File: src/rtl/mux81_rr_sched_pkg.sv
// Shared constants and types for the round-robin mux81 scheduler.
// Latency: n/a (declarations only).
// Backpressure: n/a.
package mux81_rr_sched_pkg;

  localparam int N_REQ = 8;
  localparam int SEL_W = 3;
  localparam int MAX_HOLD_DEF = 16;

  typedef enum logic {
    ST_IDLE = 1'b0,
    ST_BUSY = 1'b1
  } state_t;

endpackage

File: src/rtl/mux81.sv
// Existing shared 8:1 one-bit selector.
// Latency: combinational.
// Backpressure: none.
module mux81 (
  input  logic [7:0] i,
  input  logic [2:0] s,
  output logic       y
);

  // Plain index select.
  always_comb begin
    y = i[s];
  end

endmodule

File: src/rtl/mux81_rr_sched_rr_pick8.sv
// Round-robin priority encoder: first set req bit after ptr, wrapping mod 8.
// Latency: combinational.
// Backpressure: none; any=0 when no bit is set.
module rr_pick8
  import mux81_rr_sched_pkg::*;
(
  input  logic [N_REQ-1:0] req,
  input  logic [SEL_W-1:0] ptr,
  output logic [SEL_W-1:0] idx,
  output logic             any
);

  logic [SEL_W-1:0] cand;

  // Scan ptr+1 .. ptr+8; the last candidate is ptr itself, so it wins only when alone.
  always_comb begin
    idx  = '0;
    any  = 1'b0;
    cand = '0;
    for (int k = 1; k <= N_REQ; k++) begin
      cand = ptr + SEL_W'(k);
      if (!any && req[cand]) begin
        idx = cand;
        any = 1'b1;
      end
    end
  end

endmodule

File: src/rtl/mux81_rr_sched.sv
// Round-robin scheduler sharing one mux81 among 8 requesters, with bounded hold time.
// Latency: req sampled at edge t gives gnt/sel/valid after edge t; y is combinational from sel/d.
// Backpressure: requesters wait while another holds the grant; a hold ends on done, req drop or timeout.
module mux81_rr_sched
  import mux81_rr_sched_pkg::*;
#(
  parameter int MAX_HOLD = MAX_HOLD_DEF,
  parameter int CNT_W    = 5
) (
  input  logic             clk,
  input  logic             rst,
  input  logic [N_REQ-1:0] req,
  input  logic             done,
  input  logic [N_REQ-1:0] d,
  output logic [SEL_W-1:0] sel,
  output logic [N_REQ-1:0] gnt,
  output logic             valid,
  output logic             y
);

  state_t           state_q, state_d;
  logic [SEL_W-1:0] sel_q, sel_d;
  logic [SEL_W-1:0] last_q, last_d;
  logic [CNT_W-1:0] cnt_q, cnt_d;

  logic [SEL_W-1:0] pick_ptr;
  logic [SEL_W-1:0] pick_idx;
  logic             pick_any;
  logic             release_now;
  logic             mux_y;

  // While busy the current grantee is the pointer, so it drops to lowest priority on rescan.
  assign pick_ptr = (state_q == ST_BUSY) ? sel_q : last_q;

  rr_pick8 u_pick (
    .req (req),
    .ptr (pick_ptr),
    .idx (pick_idx),
    .any (pick_any)
  );

  mux81 u_mux (
    .i (d),
    .s (sel_q),
    .y (mux_y)
  );

  // State register: FSM state, select, priority pointer and hold counter.
  always_ff @(posedge clk) begin
    if (rst) begin
      state_q <= ST_IDLE;
      sel_q   <= '0;
      last_q  <= SEL_W'(N_REQ - 1);
      cnt_q   <= '0;
    end else begin
      state_q <= state_d;
      sel_q   <= sel_d;
      last_q  <= last_d;
      cnt_q   <= cnt_d;
    end
  end

  // Next-state: grant from idle, or on release hand over directly / fall back to idle.
  always_comb begin
    state_d     = state_q;
    sel_d       = sel_q;
    last_d      = last_q;
    cnt_d       = cnt_q;
    release_now = 1'b0;
    case (state_q)
      ST_IDLE: begin
        if (pick_any) begin
          state_d = ST_BUSY;
          sel_d   = pick_idx;
          last_d  = pick_idx;
          cnt_d   = '0;
        end
      end
      ST_BUSY: begin
        release_now = done || !req[sel_q] || (cnt_q == CNT_W'(MAX_HOLD - 1));
        if (release_now) begin
          cnt_d = '0;
          if (pick_any) begin
            sel_d  = pick_idx;
            last_d = pick_idx;
          end else begin
            state_d = ST_IDLE;
          end
        end else begin
          cnt_d = cnt_q + CNT_W'(1);
        end
      end
      default: begin
        state_d = ST_IDLE;
      end
    endcase
  end

  // Outputs derived from registered state: grant is one-hot of sel only while busy.
  always_comb begin
    sel   = sel_q;
    valid = (state_q == ST_BUSY);
    gnt   = valid ? (N_REQ'(1) << sel_q) : '0;
    y     = valid & mux_y;
  end

endmodule

File: config.mk
export PLATFORM = sky130hd
export DESIGN_NAME = mux81_rr_sched
export DESIGN_NICKNAME = d
export VERILOG_FILES = /design/src/rtl/mux81_rr_sched_pkg.sv /design/src/rtl/mux81.sv /design/src/rtl/mux81_rr_sched_rr_pick8.sv /design/src/rtl/mux81_rr_sched.sv
export SDC_FILE = /design/constraint.sdc
export NUM_CORES = 1
export LEC_CHECK = 0
export CAP_MARGIN = 20
export CORE_ASPECT_RATIO = 0.7
export CORE_MARGIN = 3
export CORE_UTILIZATION = 50
export CTS_CLUSTER_DIAMETER = 150
export CTS_CLUSTER_SIZE = 24
export DETAILED_ROUTE_END_ITERATION = 8
export PLACE_DENSITY = 0.77
export SETUP_SLACK_MARGIN = 0.05
export SYNTH_ARGS = -nofsm -noshare
export SYNTH_HDL_FRONTEND = slang
export SYNTH_SLANG_ARGS = --single-unit
File: constraint.sdc
create_clock -name clk -period 4.1 [get_ports clk]
set_input_delay 0.82 -clock clk [delete_from_list [all_inputs] [get_ports clk]]
set_output_delay 0.82 -clock clk [all_outputs]
set_load 0.005 [all_outputs]
**Word-level counts from Yosys, hierarchy flattened**

Cells that the tools add are included.

- Register bits after elaboration: 12
- Bits of input ports: 19

- Reduce and logical (&&, ||, !) cells: 17
- Add/sub/neg operators: 8
- Eq/ne operators: 3
- $lt $le $gt $ge: 9
- Mux-type cells: 50
- Shift operators: 1
- Bitwise gates (word level): 2

Operators with widths:

| kind | number |
|---|---|
| $mux 3 | 13 |
| $lt 3x4->1 const B | 9 |
| $bmux 1 s3 | 10 |
| $mux 1 | 20 |
| $add 3x3->3 const B | 4 |
| $pmux 3 s2 | 2 |
| $mux 5 | 2 |
| $pmux 5 s2 | 1 |
| $logic_not 1->1 | 8 |
| $mux 8 | 1 |
| $shl 1x3->8 const A | 1 |
| $logic_and 1x1->1 | 7 |
| $add 3x2->3 const B | 2 |
| $add 5x1->5 const B | 1 |
| $eq 5x4->1 const B | 1 |
| $add 3x1->3 const B | 1 |
| $logic_or 1x1->1 | 2 |
| $ne 2x1->1 const B | 1 |
| $ne 2x2->1 const B | 1 |
| $pmux 1 s2 | 1 |
| $and 1x1->1 | 1 |
| $not 1->1 | 1 |

**Depth between registers and ports, before layout**

- Depth in word-level cells: 29
- Mapped depth: 14

**Cells and area by module**

From an unflattened synthesis, not the netlist that was laid out.

- Cell total of the unflattened synthesis: 181
- Area total of the unflattened synthesis: 1632.8 µm²

By module, submodules not included:

| module | area each (µm²) | sequential area each (µm²) | cells each | times used |
|---|---|---|---|---|
| rr_pick8 | 785.8 | 0.0 | 93 | 1 |
| mux81_rr_sched | 783.3 | 240.2 | 85 | 1 |
| mux81 | 63.8 | 0.0 | 3 | 1 |

**Least setup slack after synthesis**

No wires, ideal clock.

- Path type: flip-flop to flip-flop
- Start point: register state_q (netlist: valid)
- End point: register sel_q[0] (netlist: sel[0])
- Stages on the path, launching flop included: 15
- Data required time: 3.969 ns
- Arrival time: 3.241 ns
- Path buffers: 3
- Slack: 0.728 ns
- Clock period less this slack: 3.372 ns
- Cells stage by stage: dfxtp_1 buf_6 nand2_1 o21a_1 clkbuf_1 inv_1 clkbuf_1 ha_1 xnor2_1 mux4_2 nor2b_4 nand3_4 o31ai_4 nor4_1 nor3_1

- Longest elaborated chain between the ends: 29

RTL lines:

| what | line | text |
|---|---|---|
| start: declaration | mux81_rr_sched.sv:21 | `state_t state_q, state_d;` |
| start signal: assignment | mux81_rr_sched.sv:56 | `state_q <= state_d;` |
| $mux 3 | mux81_rr_sched.sv:33 | `assign pick_ptr = (state_q == ST_BUSY) ? sel_q : last_q;` |
| $add 3x1->3 | mux81_rr_sched_rr_pick8.sv:21 | `cand = ptr + SEL_W'(k);` |
| $bmux 1 s3 | mux81_rr_sched_rr_pick8.sv:22 | `if (!any && req[cand]) begin` |
| $mux 1 (not written as such) | mux81_rr_sched_rr_pick8.sv:22 |  |
| $mux 1 | mux81_rr_sched_rr_pick8.sv:22 |  |
| $logic_not 1->1 | mux81_rr_sched_rr_pick8.sv:22 |  |
| $logic_and 1x1->1 | mux81_rr_sched_rr_pick8.sv:22 |  |
| $mux 1 | mux81_rr_sched_rr_pick8.sv:22 |  |
| [... 13 more ...] | n/a |  |
| $logic_and 1x1->1 | mux81_rr_sched_rr_pick8.sv:22 |  |
| $mux 1 | mux81_rr_sched_rr_pick8.sv:22 |  |
| $logic_not 1->1 | mux81_rr_sched_rr_pick8.sv:22 |  |
| $logic_and 1x1->1 | mux81_rr_sched_rr_pick8.sv:22 |  |
| $mux 3 / $mux 1 (equally long branches) | mux81_rr_sched_rr_pick8.sv:22 |  |
| $mux 3 | mux81_rr_sched.sv:72, mux81_rr_sched.sv:83 |  |
| $mux 3 | mux81_rr_sched.sv:81 | `if (release_now) begin` |
| $pmux 3 s2 | mux81_rr_sched.sv:70 | `case (state_q)` |
| end signal: assignment | mux81_rr_sched.sv:57 | `sel_q <= sel_d;` |
| end: declaration | mux81_rr_sched.sv:22 | `logic [SEL_W-1:0] sel_q, sel_d;` |

Several ways; a longest one is shown, not always the timed one. The select of a mux whose other input is x is not followed.
A chain may end at the register's enable or synchronous reset.

**Worst setup path in the final report**

Same ends and word-level chain as after synthesis.

==> key figures <==
Synth
  – Post-Syn Nets: 209
  – Synthesized cell area: 0.00165 sq mm
  – Sequential share of the synthesized area: about 15%
  – Top post-synthesis cells by count: 20 x nand2_1, 18 x nor2_1, 12 x dfxtp_1, 12 x mux4_2, 11 x mux2i_1
  – Synth top area share: 16.4%
  – Most frequent cell after synthesis: nand2_1
  – Yosys warns: 0
  – Top_reg_cell synth: dfxtp_1
  – Distinct cell type count after synthesis: 54
  – Post-synth EDFFs: 0
  – Asr flop ratio synth: 0%
  – Syn avg cell area: 8.89 sq um
  – Synth area leaders: mux4_2 16%, dfxtp_1 15%, mux2i_1 6.7%, nand2_1 4.5%, nor2_1 4.1%
  – Flops & latches, synth: 12
  – Synth area leader: mux4_2
  – Synth Instances: 186

Layout
  – Finished Cell Area: around 0.0020 sq mm
  – FILL cells: 237
  – Post-layout util: 67.9%
  – Layout cells sized above 1: 16.4%
  – ANT cells: 0
  – Final std cells w/o fill: 249
  – Area grow syn2layout: 21.8%
  – Layout net count: around 240

Drt
  – Vias per cell: 6.72
  – Starting DRT DRC Count: 173
  – TritonRoute pass-1 iters: 5
  – Antenna Nets Post-Route: 0
  – DRT Wirelength: 4630 um
  – Wire per inst: 18.6 um
  – Vias post-DR: 1674
  – DRC errors left: 0

Critical path
  – Critical path cell sequence: nand2_1 -> o21a_1 -> inv_1 -> ha_1 -> xnor2_1 -> mux4_2 -> nor2b_4 -> nand3_4 -> o31ai_4 -> nor4_1 -> nor3_1
  – Crit-path max cell delay: 0.64 ns
  – Data required time of the worst path: 4.21 ns
  – Crit. End Element: flop
  – Crit-path max FO: 12
  – Data arrival time of the critical path: between 3 and 4 ns
  – Setup crit start kind: flop
  – Crit Path Class: flop to flop
  – Slowest-stage cell, CP: mux4_2

Place
  – DP HPWL: about 3600 um
  – Gpl congestion: 0.872
  – Dpl ws: roughly 0.43 ns
  – Placed cell area: 0.00196 sq mm
  – Dpl cells: 245
  – PortBufs: 31

Global route
  – Vias in the first global route: 1533
  – Largest net degree at the start of global routing: 15
  – First-pass GRT wire length: roughly 7500 um
  – Initial antenna violation count: 0
  – Grt ovf: 0
  – Tot GR Track Use: roughly a quarter

Floorplanning
  – Num rows: 16
  – Die height: 54.1 um
  – Die width: 74.7 um
  – Core area: 0.00296 sq mm
  – I/O pin count: 32
  – DIE AREA: slightly above 0.004 sq mm
  – Initial Util: 55.8%

STA
  – Max Clk Rate: 265 MHz
  – Part of the cycle the worst path needs: 91.9%
  – Hold WS: a little over 0.5 ns
  – Max_slew headroom: between 40% and 50%
  – Post-route minimum period: between 3 and 4 ns
  – Final Hold Fails: 0
  – Setup TNS: 0 ns
  – Final setup vio count: 0
  – Slew Viols, Final: 0
  – Setup ws final: ~0.33 ns
  – Worst Skew: approximately 0.0054 ns
  – RSZ-0062 raised after global routing: no
  – Slew @ Worst Pin: 0.736 ns

Hold path
  – Worst min-delay path class: flop to flop

CTS
  – CTS tree: yes
  – # resized after CTS: 0
  – CTS buffer count: 3
  – Clk slew on worst S/H paths: ~0.060 ns
  – Clock latency on the worst-skew pair: 0.24 ns
  – H-tree levels: 1
  – Post-CTS setup buffers: 0
  – Root Driver: clkbuf_8
  – Hold buffers post-CTS: 0
  – Clk sinks: 12
  – CTS max path bufs: 2

Power
  – PwrDens: approximately 750 mW/mm^2
  – Lkg Pwr: between 0.7 and 0.8 nW
  – Final Power: 1.52 mW
  – Peak supply drop: 0.427 mV

Status
  – Outcome: finished clean

Job
  – Max-cap viol count: 0
-- kinds of logic (layout without fill, tap and decap cells) --
logic type,after synthesis,count (layout),share of synthesized area (%)
adder cells (fa/ha/maj),4,4,3.03
flip-flops,12,12,14.5
multiplexers,33,33,31.8
AND/OR/NAND/NOR,72,72,23.3
buffers and inverters,16,43,5.45
AO/OA/AOI/OAI,47,47,20.4
XOR/XNOR,2,2,1.51
-- worst max-delay path: cells and delay by family (launching register included) --
kind / cells / cell delay, ns
adder cells (fa/ha/maj): 1 / 0.27
AND/OR/NAND/NOR: 5 / 1.03
buffers and inverters: 1 / 0.27
flip-flops: 1 / 0.46
multiplexers: 1 / 0.64
XOR/XNOR: 1 / 0.50
AO/OA/AOI/OAI: 2 / 0.47
-- path summary, 6_finish.rpt --
kind         cells past startpoint        to      from  slack (ns)
max                             11    sel[0]     valid        0.33
min                              2  cnt_q[4]  cnt_q[4]        0.50
max reg2reg                     11    sel[0]     valid        0.33
min reg2reg                      2  cnt_q[4]  cnt_q[4]        0.50
-- cell usage in the layout (no fill, tap or decap), drive strengths merged, types with 3 or more instances in the layout --
cell type	count
a211oi	3
a21oi	10
clkbuf	4
clkdlybuf4s50	31
dfxtp	12
ha	4
inv	6
mux2	7
mux2i	13
mux4	13
nand2	20
nand2b	6
nand3	5
nor2	18
nor2b	4
nor3	6
nor4	4
o21ai	8
o31ai	4
-- metal layers --
layer / GRT usage [%] / share of wire, % / vias up
met2: 35.7 / 38 / 114
met3: 5.22 / 12 / 8
met1: 37.8 / 48 / 776
met5: 0 / 0 / -
li1: - / - / 776
met4: 4.14 / 1.4 / 0
-- final cells by class --
type	instances	area [sq um]	area share, %
multi-input combinational	158	1320	65.7
timing repair buffer	33	325	16.2
sequential	12	240	11.9
clock buffer	4	55.1	2.73
tap	36	45.0	2.24
inverter	6	25.0	1.24
-- report_power, final --
group,internal [mW],switching (mW)
sequential,0.145,0.0612
combinational,0.529,0.651
clock,0.0849,0.0452
total,0.759,0.757
-- registers in the layout, indices dropped and copies added, names as in the netlist --
register  count
last_q        3
valid         1
sel           3
cnt_q         5
Note: power is estimated with default switching activity, not from simulation.
